[src/rtl/ws2812_tx.sv]
// Multi-channel WS2812 serial transmitter: streams 24-bit GRB pixels onto CHANNELS
// lines in lock-step, inserts the latch gap at frame end and flags stream starvation.
module ws2812_tx #(
  parameter int F_CLK    = 12_000_000,
  parameter int CHANNELS = 1,
  parameter int RESET_US = 60
) (
  input  logic                    clk,
  input  logic                    rst_n,
  input  logic [24*CHANNELS-1:0]  pix_data,
  input  logic                    pix_valid,
  input  logic                    pix_last,
  output logic                    pix_ready,
  output logic [CHANNELS-1:0]     dout,
  output logic                    busy,
  output logic                    frame_done,
  output logic                    underrun
);

  localparam int BIT_CYC = F_CLK / 800_000;
  localparam int T0H_CYC = F_CLK / 2_500_000;
  localparam int T1H_CYC = F_CLK / 1_250_000;
  localparam int RST_CYC = (F_CLK / 1_000_000) * RESET_US;
  localparam int CW      = $clog2(BIT_CYC);
  localparam int GW      = $clog2(RST_CYC + 1);

  localparam logic [CW-1:0] C_BIT_LAST = CW'(BIT_CYC - 1);
  localparam logic [CW-1:0] C_T0H      = CW'(T0H_CYC);
  localparam logic [CW-1:0] C_T1H      = CW'(T1H_CYC);
  localparam logic [GW-1:0] C_GAP_LAST = GW'(RST_CYC - 1);

  localparam logic [1:0] S_IDLE  = 2'd0;
  localparam logic [1:0] S_SEND  = 2'd1;
  localparam logic [1:0] S_STALL = 2'd2;
  localparam logic [1:0] S_LATCH = 2'd3;

  if (T0H_CYC < 1 || T1H_CYC >= BIT_CYC || CHANNELS < 1) begin : g_cfg_err
    $fatal(1, "ws2812_tx: invalid timing or channel configuration");
  end

  logic [1:0]              r_state, w_state_next;
  logic [24*CHANNELS-1:0]  r_shift, w_shift_next, w_shift_adv;
  logic                    r_last, w_last_next;
  logic [CW-1:0]           r_cnt, w_cnt_next;
  logic [4:0]              r_bit, w_bit_next;
  logic [GW-1:0]           r_gap, w_gap_next;
  logic [CHANNELS-1:0]     r_dout, w_dout_next;
  logic                    r_busy, r_frame_done, r_underrun, w_underrun_next;
  logic                    w_pix_end, w_xfer;

  // Ready in the final cycle of a non-last pixel lets the next word follow with no gap.
  assign w_pix_end = (r_cnt == C_BIT_LAST) && (r_bit == 5'd0);
  assign pix_ready = (r_state == S_IDLE) || (r_state == S_STALL) ||
                     ((r_state == S_SEND) && w_pix_end && !r_last);
  assign w_xfer    = pix_valid && pix_ready;

  for (genvar gi = 0; gi < CHANNELS; gi++) begin : g_ch
    assign w_shift_adv[gi*24 +: 24] = {r_shift[gi*24 +: 23], 1'b0};
    assign w_dout_next[gi] = (w_state_next == S_SEND) &&
                             (w_cnt_next < (w_shift_next[gi*24+23] ? C_T1H : C_T0H));
  end

  always_comb begin
    w_state_next    = r_state;
    w_shift_next    = r_shift;
    w_last_next     = r_last;
    w_cnt_next      = r_cnt;
    w_bit_next      = r_bit;
    w_gap_next      = r_gap;
    w_underrun_next = 1'b0;
    if (w_xfer) begin
      w_state_next = S_SEND;
      w_shift_next = pix_data;
      w_last_next  = pix_last;
      w_cnt_next   = '0;
      w_bit_next   = 5'd23;
    end else begin
      case (r_state)
        S_SEND: begin
          if (r_cnt != C_BIT_LAST) begin
            w_cnt_next = r_cnt + 1'b1;
          end else begin
            w_cnt_next = '0;
            if (r_bit != 5'd0) begin
              w_bit_next   = r_bit - 1'b1;
              w_shift_next = w_shift_adv;
            end else begin
              w_gap_next   = '0;
              w_state_next = r_last ? S_LATCH : S_STALL;
            end
          end
        end
        S_STALL: begin
          if (r_gap == C_GAP_LAST) begin
            w_state_next    = S_IDLE;
            w_underrun_next = 1'b1;
          end else begin
            w_gap_next = r_gap + 1'b1;
          end
        end
        S_LATCH: begin
          if (r_gap == C_GAP_LAST) w_state_next = S_IDLE;
          else                     w_gap_next   = r_gap + 1'b1;
        end
        default: ;
      endcase
    end
  end

  always_ff @(posedge clk or negedge rst_n) begin
    if (!rst_n) begin
      r_state      <= S_IDLE;
      r_shift      <= '0;
      r_last       <= 1'b0;
      r_cnt        <= '0;
      r_bit        <= '0;
      r_gap        <= '0;
      r_dout       <= '0;
      r_busy       <= 1'b0;
      r_frame_done <= 1'b0;
      r_underrun   <= 1'b0;
    end else begin
      r_state      <= w_state_next;
      r_shift      <= w_shift_next;
      r_last       <= w_last_next;
      r_cnt        <= w_cnt_next;
      r_bit        <= w_bit_next;
      r_gap        <= w_gap_next;
      r_dout       <= w_dout_next;
      r_busy       <= (w_state_next != S_IDLE);
      r_frame_done <= (w_state_next == S_LATCH) && (w_gap_next == C_GAP_LAST);
      r_underrun   <= w_underrun_next;
    end
  end

  assign dout       = r_dout;
  assign busy       = r_busy;
  assign frame_done = r_frame_done;
  assign underrun   = r_underrun;

endmodule

[config.mk]
export PLATFORM = sky130hd
export DESIGN_NAME = ws2812_tx
export DESIGN_NICKNAME = d
export VERILOG_FILES = /design/src/rtl/ws2812_tx.sv
export SDC_FILE = /design/constraint.sdc
export NUM_CORES = 1
export LEC_CHECK = 0
export ABC_AREA = 1
export BUFFER_PORTS_ARGS = -buffer_cell sky130_fd_sc_hd__clkbuf_2
export CAP_MARGIN = 25
export CORE_ASPECT_RATIO = 0.9
export CORE_MARGIN = 3
export CORE_UTILIZATION = 35
export CTS_CLUSTER_DIAMETER = 30
export DETAILED_ROUTE_END_ITERATION = 6
export GPL_TIMING_DRIVEN = 1
export PLACE_DENSITY = 0.64
export SETUP_SLACK_MARGIN = 0.5
export SYNTH_ARGS = -nofsm -noshare
export SYNTH_HDL_FRONTEND = slang
export SYNTH_SLANG_ARGS = --single-unit
[constraint.sdc]
create_clock -name clk -period 2.5 [get_ports clk]
set_input_delay 0.5 -clock clk [delete_from_list [all_inputs] [get_ports clk]]
set_output_delay 0.5 -clock clk [all_outputs]
set_load 0.02 [all_outputs]
# After elaboration in Yosys (flattened, before gate mapping)
# Index checks and enable logic that the tools add are counted.
# word_totals
reg_bits,50
inputBits,28
wordCells,68
# op_classes
add_sub_neg,3
magnitude_cmp,1
eq_ne,10
muxes,26
n_reduce_logical,17
# op_table
op,count
2-to-1 mux 24 bit,4
2-to-1 mux 10 bit,4
"equality test 10 bit, second input constant",2
2-to-1 mux 5 bit,4
one-hot mux 10 bit (2 select lines),1
2-to-1 mux 4 bit,4
"adder 10 x 1 -> 10 bit, second input constant",1
2-to-1 mux 2 bit,4
"equality test 2 bit, second input constant",3
logical AND 1 bit,6
nonzero test 2 bit,3
zero test 5 bit,1
nonzero test 5 bit,1
"subtractor 5 x 1 -> 5 bit, second input constant",1
"adder 4 x 1 -> 4 bit, second input constant",1
"equality test 2 x 1 -> 1 bit, second input constant",2
"equality test 4 bit, second input constant",1
< comparator 4 bit,1
2-to-1 mux 1 bit,4
"!= test 4 bit, second input constant",1
one-hot mux 2 bit (2 select lines),1
AND reduction 3 bit,1
zero test 2 bit,1
logical OR 1 bit,2
3 further kinds,3

# Logic depth before layout (Yosys ltp)
# logic_depth
word_depth,10
ltp_mapped,15

# Worst setup path after synthesis
# Ideal clock, no wire load.
# synth_timing
path_type,flip-flop to flip-flop
start,reg r_cnt[0]
end,"reg r_dout, in the netlist dout"
setup_time_ns,0.082
t_arrival_ns,2.171
setup_slack_ns,0.247
path_stages_with_launch,16
path_buffers,2
synth_period_minus_slack_ns,2.253
path_cell_list,dfrtp_1 > inv_1 > ha_1 > nand3_2 > inv_2 > nand3_1 > nand2_2 > nand2_4 > inv_2 > buf_6 > buf_2 > nor3_1 > ha_1 > a21oi_1 > nand3_1 > a31oi_1
# synth_between
word_cells_on_any_way,21
cone_classes,add/sub (1); order compare (1); eq/ne (3); mux (10); reduce/logical (6)
# synth_lines
element,line,rtl
start: declaration,44,"logic [CW-1:0] r_cnt, w_cnt_next;"
start signal: assignment,126,r_cnt <= w_cnt_next;
equality test 4 bit,52,assign w_pix_end = (r_cnt == C_BIT_LAST) && (r_bit == 5'd0);
logical AND 1 bit,52,
logical AND 1 bit (2 in a row),54,((r_state == S_SEND) && w_pix_end && !r_last);
logical OR 1 bit,53,assign pix_ready = (r_state == S_IDLE) || (r_state == S_STALL) ||
net pix_ready,13,"output logic pix_ready,"
logical AND 1 bit,55,assign w_xfer = pix_valid && pix_ready;
2-to-1 mux 4 bit,71,if (w_xfer) begin
net w_cnt_next[3],44,
< comparator 4 bit,60,(w_cnt_next < (w_shift_next[gi*24+23] ? C_T1H : C_T0H));
logical AND 1 bit,59,assign w_dout_next[gi] = (w_state_next == S_SEND) &&
net w_dout_next,47,"logic [CHANNELS-1:0] r_dout, w_dout_next;"
end signal: assignment,129,r_dout <= w_dout_next;
end: declaration,47,
# The timed path passes the listed nets, and every way through them passes these cells. The select of a mux whose other input is x is not followed.
# A chain may end at the register's enable or synchronous reset.

# Worst setup path in the final report
# layout_timing
start,reg r_bit[1]
end,out pix_ready
# layout_between
elab_chain_cells,5
# layout_lines
element,line,rtl
start: declaration,45,"logic [4:0] r_bit, w_bit_next;"
start signal: assignment,127,r_bit <= w_bit_next;
zero test 5 bit,52,
logical AND 1 bit,52,
logical AND 1 bit (2 in a row),54,
logical OR 1 bit,53,
end: declaration,13,
# Every way passes these cells.

==> results.cfg <==
[final_layout]
nets = 441
finalNonFillerCells = 499
final_util_pct = 48.0
drive_above_1_share_pct = 28.3
synthToLayoutAreaGrowth_pct = 28.5
nFillCells = 690
ff_latch_area_mm2 = 0.00125
diodes = 0
multi_input_area_mm2 = 0.00134

[route]
wl_per_cell_um = 13.5
drc = 0
wl_um = 6720
antenna_left = 0
first_pass_iters = 5
drt-initial-drc-count = 228
avgViaCountPerCell = 4.99
vias = 2488

[die]
row_count = 29
die_h_um = 89.7
pin_count = 33
fp.dieW_um = 99.0
core_area_mm2 = 0.00729
initial_core_util_pct = 37.4
die_area_mm2 = 0.00889

[power]
power_w = 0.00278
power_density_mw_per_mm2 = 795
pwr-share-comb_pct = 39.7
p_int_w = 0.00179
netSwitchingFraction_pct = 35.7
leakagePower_nw = 1.79
irDropWorstVdd_mv = 0.456
p_sw_w = 0.000994
pwr-share-clk_pct = 16.4
seq_power_share_pct = 43.8

[timing]
period_minus_slack_ps = 2020
finalSetupViolCount = 0
rsz0062_at_grt = yes
tightest_slew_ps = 705
slew_headroom_pct = 53.0
fin_tns_setup_ps = 0
fin_worst_skew_ps = 14.6
fin_crit_sh_pct = 80.7
hold_viol = 0
worst_slack_ps = 482
fmaxAchievable_ghz = 0.496
final_max_slew_viol_count = 0

[global_routing]
grt_use_total_pct = 14.5
gr-total-overflow = 0
grt_max_degree = 30
antenna_found_initial = 0
grt_pass1_vias = 2323
grt_pass1_wl_um = 10700

[min_path]
min_path_type = in -> async

[synth]
synth_enable_flop_cells = 0
syn_avg_cell_area_um2 = 7.86
syn_inst = 347
synth-seq-area-share_pct = 45.9
yosys.cell_types.count = 31
synth_flop_cell = dfrtp_1
synth_nets = 382
synthArstFlopShare_pct = 100
synth_seq_cells = 50
ys_warn_count = 0
synth_area_mm2 = 0.00273

[clocking]
cts.sinks = 50
htreeDepth = 2
root_buffer = clkbuf_8
cts_buffer_depth = 2
clk_latency_ps = 300
cts_made_buffers = 5
tritoncts = done
clkSlewWorstSetupHoldPaths_ps = 90

[status]
run_status = complete, no violations

[flow_run]
maxCapViolCount = 0

[setup_path]
critPathMaxFanout = 2
required_ps = 2000
crit_path_end_kind = output port
cp-start-kind = flop
worstSetupPathType = reg -> out
arrival_ps = 1520

[place]
dp_cells = 468
hpwlAfterDp_um = 4480
io_buffers = 32
dp_slack_ps = 238
gp_congestion = 0.911
==> layout by cell type, fill, tap and decap left out, types with 7 or more instances in the layout <==
cell type / n
buf_4: 25
clkbuf_2: 31
dfrtp_1: 48
inv_1: 53
inv_2: 7
nand2_1: 85
nand2_2: 10
nand3_1: 31
nor2_1: 16
o21ai_0: 11
o221ai_1: 22
==> Yosys cell counts, types with 2 or more instances <==
cell type	instances	area share, %
nand3_1	34	6.2
nor3_2	2	0.73
a21oi_2	2	0.64
or2_1	2	0.46
a21oi_1	6	1.1
nor3_1	2	0.37
nor2_1	21	2.9
buf_2	7	1.3
clkbuf_1	2	0.28
xnor2_1	2	0.64
inv_1	58	8.0
nand2_2	2	0.46
o221ai_1	22	7.1
o21ai_0	12	2.2
inv_2	3	0.41
buf_6	2	0.83
nand2_1	96	13
ha_1	7	3.2
dfrtp_1	50	46
o21ai_1	2	0.37
nand4_1	3	0.69
==> kinds of logic (layout without fill, tap and decap cells) <==
kind of cell | Yosys count | after routing | share of synthesized area (%)
AND/OR/NAND/NOR | 166 | 166 | 26.5
flip-flops | 50 | 50 | 45.9
adder cells (fa/ha/maj) | 7 | 7 | 3.21
XOR/XNOR | 3 | 3 | 0.964
AO/OA/AOI/OAI | 48 | 48 | 12.5
buffers and inverters | 73 | 132 | 10.9
==> layout make-up <==
cell class	count	area share [%]
clock inverter	1	0.214
tap	93	3.32
inverter	61	6.61
sequential	50	35.8
clock buffer	6	2.07
timing repair buffer	64	13.8
multi-input combinational	224	38.2
==> sequential cells by signal, summed over array words and instances (netlist names) <==
name	count
underrun	1
dout	1
frame_done	1
r_gap	10
r_shift	24
r_last	1
r_cnt	4
r_state	2
busy	1
r_bit	5
==> worst max-delay path: stages, from the launching register on <==
cell and delay [ps]:
dfrtp_1 400, inv_2 80, ha_4 140, nand2_2 50, nor2_2 100, nand3_1 90, nand2_2 140, buf_6 120
buf_8 100
==> worst paths after layout <==
| path | from | end | slack, ps | cells past startpoint |
|---|---|---|---|---|
| hold reg to reg | r_bit[4]$_DFFE_PN0P_ | r_bit[4]$_DFFE_PN0P_ | 530 | 2 |
| max in group asynchronous | rst_n | r_state[0]$_DFF_PN0_ | 1540 | 2 |
| setup / recovery | r_bit[1]$_DFFE_PN0P_ | pix_ready | 480 | 8 |
| setup reg to reg | r_cnt[1]$_DFF_PN0_ | dout$_DFF_PN0_ | 500 | 12 |
| hold / removal | rst_n | r_shift[20]$_DFFE_PN0P_ | 230 | 1 |
| min in group clk | pix_last | r_last$_DFFE_PN0P_ | 390 | 3 |
==> routing by layer <==
metal | vias to the layer above | wire length [um] | share of wire, % | track usage, %
met1 | 1180 | 3190 | 47 | 21.1
met3 | 9 | 267 | 4.0 | 2.79
met2 | 57 | 3170 | 47 | 21.0
li1 | 1242 | - | - | -
met4 | 0 | 101 | 1.5 | 5.80
met5 | - | 0 | 0 | 0
==> stage by stage <==
stage	hold WS, ps	area (um^2)
floorplan	204	2760
global placement	493	3020
detailed placement	501	3020
CTS	253	3270
global route	294	3500
finish	231	3500
==> power groups by stage <==
stage / sequential [W] / combinational, W / clock, W
2_1_floorplan: 0.00120 / 0.000660 / 0
5_1_grt: 0.00124 / 0.00125 / 0.000502
3_5_place_dp: 0.00122 / 0.000862 / 0
3_3_place_gp: 0.00121 / 0.000841 / 0
6_report: 0.00122 / 0.00111 / 0.000457
4_1_cts: 0.00121 / 0.000978 / 0.000474
==> timing repair <==
item                                    CTS  global route
buffers inserted                         14             8
endpoints found under the setup margin    4            29
hold buffers                              0             0
hold endpoints to repair                  0             0
gates resized for setup                  13            36
pin swaps                                 7            11
cloned                                    0             2
No activity file was read; power rests on OpenSTA's default activity.
